**config.mk**
```make
export PLATFORM = sky130hd
export DESIGN_NAME = instr_fetch_unit
export DESIGN_NICKNAME = d
export VERILOG_FILES = /design/src/rtl/fetch_pkg.sv /design/src/rtl/fetch_buffer.sv /design/src/rtl/instr_fetch_unit.sv
export SDC_FILE = /design/constraint.sdc
export NUM_CORES = 1
export LEC_CHECK = 0
export CORE_MARGIN = 3
export CORE_UTILIZATION = 52
export DETAILED_ROUTE_END_ITERATION = 6
export GPL_ROUTABILITY_DRIVEN = 1
export GPL_TIMING_DRIVEN = 0
export PLACE_DENSITY_LB_ADDON = 0.05
export SYNTH_ARGS = -nofsm -noshare
export SYNTH_HDL_FRONTEND = slang
export SYNTH_SLANG_ARGS = --single-unit
export TNS_END_PERCENT = 10
```
**constraint.sdc**
```tcl
create_clock -name clk -period 9.2 [get_ports clk]
set_input_delay 1.38 -clock clk [delete_from_list [all_inputs] [get_ports clk]]
set_output_delay 1.38 -clock clk [all_outputs]
set_load 0.05 [all_outputs]
```
**src/rtl/fetch_pkg.sv**
```systemverilog
// ---------------------------------------------------------------------------
// fetch_pkg
// Shared definitions for the instruction fetch unit and its buffer:
//   NOP_INSTR      - word presented toward decode when nothing is valid
//   PC_STEP        - byte increment between consecutive fetch addresses
//   fetch_state_t  - fetch control states (BOOT, RUN, TRAP)
//   fetch_entry_t  - one buffered instruction word plus its PC
//   align_pc()     - clears the two byte-offset bits of a PC
// ---------------------------------------------------------------------------
package fetch_pkg;

  localparam logic [31:0] NOP_INSTR = 32'h0000_0013;
  localparam logic [31:0] PC_STEP   = 32'd4;

  typedef enum logic [1:0] {
    BOOT,
    RUN,
    TRAP
  } fetch_state_t;

  typedef struct packed {
    logic [31:0] instr;
    logic [31:0] pc;
  } fetch_entry_t;

  function automatic logic [31:0] align_pc(input logic [31:0] pc);
    return {pc[31:2], 2'b00};
  endfunction

endpackage

```
**src/rtl/fetch_buffer.sv**
```systemverilog
// ---------------------------------------------------------------------------
// fetch_buffer
// DEPTH-entry synchronous FIFO of {instr, pc}. No fall-through: a word pushed
// in one cycle is visible at the head from the next cycle on. Push and pop in
// the same cycle are both honoured, including when full. Flush empties the
// FIFO and overrides any same-cycle push or pop.
// Ports:
//   clk, rst_n        - clock, synchronous active-low reset
//   flush_i           - discard all entries
//   push_i, push_entry_i - write one entry
//   pop_i             - remove the head entry
//   head_o            - head entry (meaningful only when count_o != 0)
//   count_o           - number of valid entries
// ---------------------------------------------------------------------------
module fetch_buffer
  import fetch_pkg::*;
#(
  parameter int unsigned DEPTH = 2,
  localparam int unsigned PTR_W = $clog2(DEPTH),
  localparam int unsigned CNT_W = PTR_W + 1
) (
  input  logic             clk,
  input  logic             rst_n,
  input  logic             flush_i,
  input  logic             push_i,
  input  fetch_entry_t     push_entry_i,
  input  logic             pop_i,
  output fetch_entry_t     head_o,
  output logic [CNT_W-1:0] count_o
);

  fetch_entry_t     mem_q [DEPTH];
  logic [PTR_W-1:0] wr_ptr_q;
  logic [PTR_W-1:0] rd_ptr_q;
  logic [CNT_W-1:0] count_q;
  logic             push_ok;
  logic             pop_ok;

  assign pop_ok  = pop_i && (count_q != '0);
  // A full FIFO can still accept a word when the head leaves in the same cycle.
  assign push_ok = push_i && ((count_q != CNT_W'(DEPTH)) || pop_ok);

  // NOTE: sequential state is updated only with non-blocking assignments so
  // every register samples the pre-edge values of all others.
  always_ff @(posedge clk) begin
    if (!rst_n) begin
      wr_ptr_q <= '0;
      rd_ptr_q <= '0;
      count_q  <= '0;
    end else if (flush_i) begin
      wr_ptr_q <= '0;
      rd_ptr_q <= '0;
      count_q  <= '0;
    end else begin
      // DEPTH is a power of two, so the pointers wrap naturally.
      if (push_ok) wr_ptr_q <= wr_ptr_q + PTR_W'(1);
      if (pop_ok)  rd_ptr_q <= rd_ptr_q + PTR_W'(1);
      count_q <= count_q + CNT_W'(push_ok) - CNT_W'(pop_ok);
    end
  end

  // NOTE: the storage array is deliberately not reset; the pointers and count
  // alone decide which entries are valid.
  always_ff @(posedge clk) begin
    if (push_ok && !flush_i) mem_q[wr_ptr_q] <= push_entry_i;
  end

  assign head_o  = mem_q[rd_ptr_q];
  assign count_o = count_q;

endmodule

```
**src/rtl/instr_fetch_unit.sv**
```systemverilog
// ---------------------------------------------------------------------------
// instr_fetch_unit
// Producer of the instruction stream toward decode. Keeps the fetch PC,
// issues word requests to instruction memory, buffers returned words in order
// and presents {instr, instr_pc} with a valid/ready handshake. A redirect
// flushes the buffer, restarts fetch at the new PC and drops every response
// still in flight.
// Optional feature macro: FETCH_MISALIGN_TRAP_EN
//   defined   - adds instr_misaligned; a redirect to a non word-aligned PC
//               enters TRAP and presents a single NOP marked misaligned
//   undefined - the low two redirect PC bits are silently cleared
// Ports:
//   clk, rst_n                          - clock, synchronous active-low reset
//   imem_req_valid/ready/addr           - request channel to memory
//   imem_rsp_valid/data                 - in-order response channel
//   instr_valid/ready, instr, instr_pc  - decode handshake and payload
//   instr_misaligned                    - trap marker (feature only)
//   redirect_valid, redirect_pc         - flush and restart fetch
// ---------------------------------------------------------------------------
module instr_fetch_unit
  import fetch_pkg::*;
#(
  parameter logic [31:0] RESET_PC = 32'h0000_0000,
  parameter int unsigned DEPTH    = 2
) (
  input  logic        clk,
  input  logic        rst_n,
  output logic        imem_req_valid,
  input  logic        imem_req_ready,
  output logic [31:0] imem_req_addr,
  input  logic        imem_rsp_valid,
  input  logic [31:0] imem_rsp_data,
  output logic        instr_valid,
  input  logic        instr_ready,
  output logic [31:0] instr,
  output logic [31:0] instr_pc,
`ifdef FETCH_MISALIGN_TRAP_EN
  output logic        instr_misaligned,
`endif
  input  logic        redirect_valid,
  input  logic [31:0] redirect_pc
);

  localparam int unsigned CNT_W = $clog2(DEPTH) + 1;

  fetch_state_t     state_q, state_d;
  logic [31:0]      fetch_pc_q, fetch_pc_d;
  logic [31:0]      rsp_pc_q, rsp_pc_d;     // PC of the next word to be kept
  logic [CNT_W-1:0] inflight_q, inflight_d;
  logic [CNT_W-1:0] drop_cnt_q, drop_cnt_d;

  logic             req_fire;
  logic             rsp_fire;
  logic             rsp_keep;
  logic             buf_push;
  logic             buf_pop;
  fetch_entry_t     buf_head;
  logic [CNT_W-1:0] buf_count;
  logic             buf_nonempty;

  // ---------------------------------------------------------------- FSM ----
  always_ff @(posedge clk) begin
    if (!rst_n) state_q <= BOOT;
    else        state_q <= state_d;
  end

  // NOTE: every combinational block assigns defaults first so no path leaves
  // a signal unassigned and no latch is inferred.
  always_comb begin
    state_d = state_q;
    unique case (state_q)
      BOOT:    state_d = RUN;
      RUN:     state_d = RUN;
      TRAP:    state_d = TRAP;
      default: state_d = BOOT;
    endcase
    if (redirect_valid) begin
      state_d = RUN;
`ifdef FETCH_MISALIGN_TRAP_EN
      if (redirect_pc[1:0] != 2'b00) state_d = TRAP;
`endif
    end
  end

  // Requests are issued only in RUN and only while a slot is guaranteed for
  // the returning word, so the buffer can never overflow.
  always_comb begin
    imem_req_valid = 1'b0;
    if (state_q == RUN) begin
      imem_req_valid = ((CNT_W+1)'(inflight_q) + (CNT_W+1)'(buf_count) < (CNT_W+1)'(DEPTH))
                       && !redirect_valid;
    end
  end

  assign imem_req_addr = fetch_pc_q;

  // ----------------------------------------------------------- datapath ----
  assign req_fire = imem_req_valid && imem_req_ready;
  // A response with nothing outstanding can only be a leftover from before
  // reset; ignoring it keeps the counters from wrapping.
  assign rsp_fire = imem_rsp_valid && (inflight_q != '0);
  assign rsp_keep = rsp_fire && (drop_cnt_q == '0);

  always_comb begin
    inflight_d = inflight_q + CNT_W'(req_fire) - CNT_W'(rsp_fire);
    fetch_pc_d = fetch_pc_q;
    rsp_pc_d   = rsp_pc_q;
    drop_cnt_d = drop_cnt_q;
    if (redirect_valid) begin
      // Everything still outstanding after this cycle is stale.
      fetch_pc_d = align_pc(redirect_pc);
      rsp_pc_d   = align_pc(redirect_pc);
      drop_cnt_d = inflight_q - CNT_W'(rsp_fire);
    end else begin
      if (req_fire) fetch_pc_d = fetch_pc_q + PC_STEP;
      if (rsp_keep) rsp_pc_d   = rsp_pc_q + PC_STEP;
      if (rsp_fire && !rsp_keep) drop_cnt_d = drop_cnt_q - CNT_W'(1);
    end
  end

  always_ff @(posedge clk) begin
    if (!rst_n) begin
      fetch_pc_q <= RESET_PC;
      rsp_pc_q   <= RESET_PC;
      inflight_q <= '0;
      drop_cnt_q <= '0;
    end else begin
      fetch_pc_q <= fetch_pc_d;
      rsp_pc_q   <= rsp_pc_d;
      inflight_q <= inflight_d;
      drop_cnt_q <= drop_cnt_d;
    end
  end

  // ------------------------------------------------------------- buffer ----
  assign buf_nonempty = (buf_count != '0);
  assign buf_push     = rsp_keep && !redirect_valid;
  assign buf_pop      = buf_nonempty && instr_ready && !redirect_valid;

  fetch_buffer #(
    .DEPTH (DEPTH)
  ) u_buffer (
    .clk          (clk),
    .rst_n        (rst_n),
    .flush_i      (redirect_valid),
    .push_i       (buf_push),
    .push_entry_i ('{instr: imem_rsp_data, pc: rsp_pc_q}),
    .pop_i        (buf_pop),
    .head_o       (buf_head),
    .count_o      (buf_count)
  );

`ifdef FETCH_MISALIGN_TRAP_EN
  // -------------------------------------------------------- trap entry ----
  logic        trap_wait_q, trap_wait_d;    // waiting for stale drops to drain
  logic        trap_valid_q, trap_valid_d;  // trap entry presented to decode
  logic [31:0] trap_pc_q, trap_pc_d;

  always_comb begin
    trap_wait_d  = trap_wait_q;
    trap_valid_d = trap_valid_q;
    trap_pc_d    = trap_pc_q;
    if (redirect_valid) begin
      trap_wait_d  = (redirect_pc[1:0] != 2'b00);
      trap_valid_d = 1'b0;
      trap_pc_d    = redirect_pc;
    end else begin
      if (trap_wait_q && (drop_cnt_q == '0)) begin
        trap_wait_d  = 1'b0;
        trap_valid_d = 1'b1;
      end
      if (trap_valid_q && instr_ready) trap_valid_d = 1'b0;
    end
  end

  always_ff @(posedge clk) begin
    if (!rst_n) begin
      trap_wait_q  <= 1'b0;
      trap_valid_q <= 1'b0;
      trap_pc_q    <= RESET_PC;
    end else begin
      trap_wait_q  <= trap_wait_d;
      trap_valid_q <= trap_valid_d;
      trap_pc_q    <= trap_pc_d;
    end
  end

  // The buffer is always empty in TRAP, so the trap entry never competes
  // with a buffered word.
  always_comb begin
    instr_valid      = buf_nonempty || trap_valid_q;
    instr            = buf_nonempty ? buf_head.instr : NOP_INSTR;
    instr_pc         = buf_nonempty ? buf_head.pc    : rsp_pc_q;
    instr_misaligned = trap_valid_q;
    if (trap_valid_q) begin
      instr    = NOP_INSTR;
      instr_pc = trap_pc_q;
    end
  end
`else
  always_comb begin
    instr_valid = buf_nonempty;
    instr       = buf_nonempty ? buf_head.instr : NOP_INSTR;
    instr_pc    = buf_nonempty ? buf_head.pc    : rsp_pc_q;
  end
`endif

endmodule

```
# Yosys cells after proc, flatten, opt, wreduce, memory -nomap -nowiden
# Memories as Yosys holds them, arrays and structs flattened. A register that Yosys moved wholly into a read port is not among the register bits.
# Index checks and enable logic that the tools add are counted.
# W data, S select, Z words.
# op_classes
n_addsub	11
order_cmp	1
n_eq_ne	3
muxes	15
n_bitwise	1
reduce_logical	23
# ops
operator	n
$mux W32	6
$add A32 B3 Y32 const B	2
$logic_and A1 B1 Y1	11
$reduce_bool A2 Y1	5
$mux W1	6
$sub A2 B1 Y2	3
$add A2 B1 Y2	2
$logic_not A2 Y1	2
$mux W2	2
$pmux W2 S2	1
$reduce_or A2 Y1	2
$add A2 B2 Y3	1
$lt A3 B2 Y1 const B	1
$add A1 B1 Y1 const B	2
$eq A2 B1 Y1 const B	1
$eq A2 B2 Y1 const B	1
$logic_not A1 Y1	2
$ne A2 B2 Y1 const B	1
$sub A2 B1 Y2 const B	1
$logic_or A1 B1 Y1	1
$not A1 Y1	1
# word_totals
register_bits	74
mem_bits_rw	128
input_bits	70
output_inout_bits	98
word_cells	66
n_memories	1
# mem_list
memory	words	word_bits	read_ports	rd_ports_with_merged_regs	write_ports	line_no	source
u_buffer.mem_q	2	64	1	1	1	fetch_buffer.sv:32	fetch_entry_t mem_q [DEPTH];

# Longest topological paths before layout
# logic_depth
word_depth	9
mapped_depth	12

# Modules after synthesis
# A second synthesis with hierarchy kept.
# unflattened
hier_cells	759
hier_area_um2	9431.5
# modules_own_cells
module	n_inst	cells_per_inst	area_each_um2
fetch_buffer	1	222	5127.4
instr_fetch_unit	1	537	4304.1

# Worst setup path before layout
# Ideal clock, no wire load.
# synth_path
path_type	input to register
startpoint	in redirect_valid
endpoint	mem u_buffer.mem_q[0][10] in the netlist's numbering, enable pin
setup_ns	0.635
arrival_time_ns	7.767
required_ns	8.565
slack_ns	0.798
cell_stages	3
cell_sequence	clkbuf_1 > buf_1 > nor4_1
# synth_between
elab_chain_len	8
word_cells_on_any_way	9
cone_classes	mux: 2; reduce/logical: 7
# synth_lines
item	line_no	source
start, declared	instr_fetch_unit.sv:40	input logic redirect_valid,
$logic_not A1 Y1 (*)	fetch_buffer.sv:65, instr_fetch_unit.sv:137, instr_fetch_unit.sv:138	
$logic_and A1 B1 Y1	instr_fetch_unit.sv:138	assign buf_pop = buf_nonempty && instr_ready && !redirect_valid;
$logic_and A1 B1 Y1	fetch_buffer.sv:39	assign pop_ok = pop_i && (count_q != '0);
$logic_or A1 B1 Y1	fetch_buffer.sv:41	assign push_ok = push_i && ((count_q != CNT_W'(DEPTH)) || pop_ok);
$logic_and A1 B1 Y1	fetch_buffer.sv:41	
$logic_and A1 B1 Y1 (*)	fetch_buffer.sv:65	if (push_ok && !flush_i) mem_q[wr_ptr_q] <= push_entry_i;
$mux W1 (*)	fetch_buffer.sv:65	
$mux W1 (not written as such) (*)	fetch_buffer.sv:65	
end, declared	fetch_buffer.sv:32	
# Every way passes the cells marked *; elsewhere a longest branch is shown, timed or not.

# Worst setup path after layout
# layout_path
startpoint	in redirect_valid
endpoint	out imem_req_valid
# layout_between
elab_chain_len	3
# layout_lines
item	line_no	source
$logic_not A1 Y1	instr_fetch_unit.sv:91	&& !redirect_valid;
$logic_and A1 B1 Y1	instr_fetch_unit.sv:91	
$mux W1	instr_fetch_unit.sv:89	if (state_q == RUN) begin
end, declared	instr_fetch_unit.sv:28	output logic imem_req_valid,
# Every way passes these cells.

==> impl_results.md <==
- Maximum fanout along the worst path: 10
- 1st-iter DRT viols: about 540
- Post-CTS Repair Setup Buffers: 0
- Initial antenna violation count: 0
- CTS Buf Count: 17
- Vias post-DR: around 7.2k
- Post-synth EDFFs: around 120
- Gr usage total: 0.256
- Largest net degree at the start of global routing: between 60 and 70
- Full die area: around 19000 um^2
- Die height: 137 um
- Grt ovf: 0
- Hold-fix buffers at CTS: 0
- Starting Density: 0.533
- Lkg Pwr: 3.73 nW
- Ports: 168
- Clk root buf: clkbuf_16
- DP Worst Slack: 4170 ps
- H-tree lvl count: 4
- Clock Tree Buf Depth: 2
- # resized after CTS: 0
- Placed instance count: between 1k and 1.5k
- Syn_area_per_cell: between 10 and 15 um^2
- Worst Skew: approximately 12 ps
- RSZ-0062 raised after global routing: no
- Slew @ Worst Pin: 862 ps
- Critical path endpoint category: primary output
- Placed inst area: 10800 um^2
- IO buf count: between 150 and 200
- Mapped Cells: about 800
- Antenna Cells: 0
- Syn-to-layout area delta: 28.8%
- Layout fillers: about 1.3k
- Setup violators final: 0
- Final WL: between 20000 and 25000 um
- First-pass GRT wire length: about 37000 um
- CP Class: input port to primary output
- Period utilization: 0.553
- DP HPWL: approximately 18000 um
- Synth area leader: edfxtp_1
- Maximum VDD drop: between 100 and 150 uV
- Layout Nets: roughly 1.1k
- Register area: between 5000 and 6000 um^2
- Post-synthesis cell area: 8870 um^2
- Via count of the first global-routing pass: between 7k and 8k
- Synth Warn #: 0
- Critical Path RT: slightly below 8000 ps
- Worst setup margin: approximately 4100 ps
- Sequential area share after synthesis: 0.580
- Worst-Skew Late Latency: ~430 ps
- Commonest register cell after synthesis: edfxtp_1
- Die width: about 140 um
- Hold/Removal Path Class: flop to flop
- Final Non-Filler Cells: 1222
- Final Max Slew Viols: 0
- Hold Vio Cnt, Final: 0
- Max-slew headroom: 0.425
- Minimum clock period: about 5000 ps
- Yosys cell types: 54
- Area of combinational cells with multiple inputs: between 3000 and 4000 um^2
- Drt drc: 0
- CP startpoint kind: input port
- Fraction of registers with async set/reset: 0
- Clock sink count: around 200
- Power Density: about 190 nW/um^2
- Drt first pass iters: 5
- Arrival time worst endpoint: ~3700 ps
- CTS tree: done
- Post-route antenna net violation count: 0
- Highest clock rate: 197 MHz
- Status: finished, final reports clean
- Layout cells sized above 1: 0.0619
- Gp weighted congestion: 0.868
- Core Region: 16600 um^2
- Synth top area share: 0.420
- Worst-path clk slew: about 80 ps
- Top cells by area, synth: edfxtp_1, dfxtp_1, mux2i_1
- Max Cap Violations: 0
- WL/cell: around 20 um
- Design Area, Final: around 11000 um^2
- Rows: 47
- Vias/cell: 5.93
- #FFs+latches synth: 195
==> sequential cells by signal, indices dropped and copies added, names as in the netlist, named ones only <==
name / flops
u_buffer.mem_q: 124
imem_req_addr: 30
rsp_pc_q: 30
drop_cnt_q: 2
inflight_q: 2
state_q: 2
u_buffer.count_o: 2
u_buffer.rd_ptr_q: 1
u_buffer.wr_ptr_q: 1
==> cell type report <==
cell class | instances | share of cell area
clock buffers | 17 | 0.0372
inverters | 16 | 0.00526
well taps | 220 | 0.0241
repair buffers | 168 | 0.146
multi-input cells | 542 | 0.304
flip-flops and latches | 195 | 0.450
plain buffers | 49 | 0.0186
clock inverters | 15 | 0.0146
==> layout by cell type, fill, tap and decap left out, types with 6 or more instances in the layout <==
cell type          n
clkdlybuf4s50_1  160
edfxtp_1         124
nand2_1           75
o21ai_0           73
dfxtp_1           71
mux2i_1           64
nor2_1            49
clkbuf_1          36
a31oi_1           31
nand4_1           23
or4_1             23
nand3_1           21
a21oi_1           21
o31ai_1           18
clkbuf_16         17
inv_1             16
xor2_1            16
and3_1            13
buf_4             12
or3_1             12
nor4_1            10
xnor2_1            9
and4_1             8
ha_1               8
nor3_1             7
and2_1             7
a211oi_1           6
==> kinds of logic after synthesis <==
| group | after synthesis | share of synthesized area |
|---|---|---|
| adder cells (fa/ha/maj) | 9 | 0.0135 |
| AO/OA/AOI/OAI | 171 | 0.118 |
| AND/OR/NAND/NOR | 269 | 0.161 |
| multiplexers | 64 | 0.0722 |
| other | 1 | 0.000423 |
| XOR/XNOR | 25 | 0.0247 |
| buffers and inverters | 65 | 0.0307 |
| flip-flops | 195 | 0.580 |
==> critical path: stages <==
cell and delay [ps]:
clkdlybuf4s50_1 560, clkbuf_1 420, buf_1 510, nor2_1 110, clkdlybuf4s50_1 720
==> path summary, 6_finish.rpt <==
kind                                      from  depth (start not counted)                end  slack, ps
worst max-delay path            redirect_valid                          5     imem_req_valid       4120
worst max register to register   inflight_q[0]                          9  imem_req_addr[15]       5920
worst min register to register      state_q[0]                          1         state_q[1]        440
worst min-delay path                state_q[0]                          1         state_q[1]        440
==> report_power, final <==
part           switching [mW]  internal (mW)  leakage (nW)
Combinational           0.246          0.142          1.72
Sequential             0.0459          0.984          1.72
Clock                   0.349          0.387         0.288
==> metrics by stage <==
| step | setup TNS, ps | power (mW) | util | hold slack (ps) |
|---|---|---|---|---|
| CTS | 0 | 2.16 | 0.686 | 443 |
| detailed placement | 0 | 1.43 | 0.651 | 437 |
| finish | 0 | 2.15 | 0.686 | 444 |
| floorplan | 0 | 1.28 | - | 402 |
| global placement | -177630 | 1.42 | 0.647 | 410 |
| global route | 0 | 2.23 | 0.686 | 466 |
==> layer usage <==
metal / vias up / GRT usage / part of all wire
li1: 3409 / - / -
met1: 3457 / 0.337 / 0.43
met2: 325 / 0.421 / 0.48
met3: 52 / 0.0456 / 0.068
met4: 0 / 0.104 / 0.028
met5: - / 0 / 0
==> cells in the mapped netlist, drive strengths merged, types with 7 or more instances <==
| library cell | number |
|---|---|
| a21oi | 21 |
| a31oi | 31 |
| and2 | 8 |
| and3 | 13 |
| and4 | 8 |
| buf | 13 |
| clkbuf | 36 |
| dfxtp | 71 |
| edfxtp | 124 |
| ha | 8 |
| inv | 16 |
| mux2i | 64 |
| nand2 | 75 |
| nand3 | 22 |
| nand4 | 24 |
| nor2 | 49 |
| nor3 | 7 |
| nor4 | 11 |
| o21ai | 73 |
| o31ai | 18 |
| or3 | 14 |
| or4 | 24 |
| xnor2 | 9 |
| xor2 | 16 |
Power figures use the tool's default switching activity.
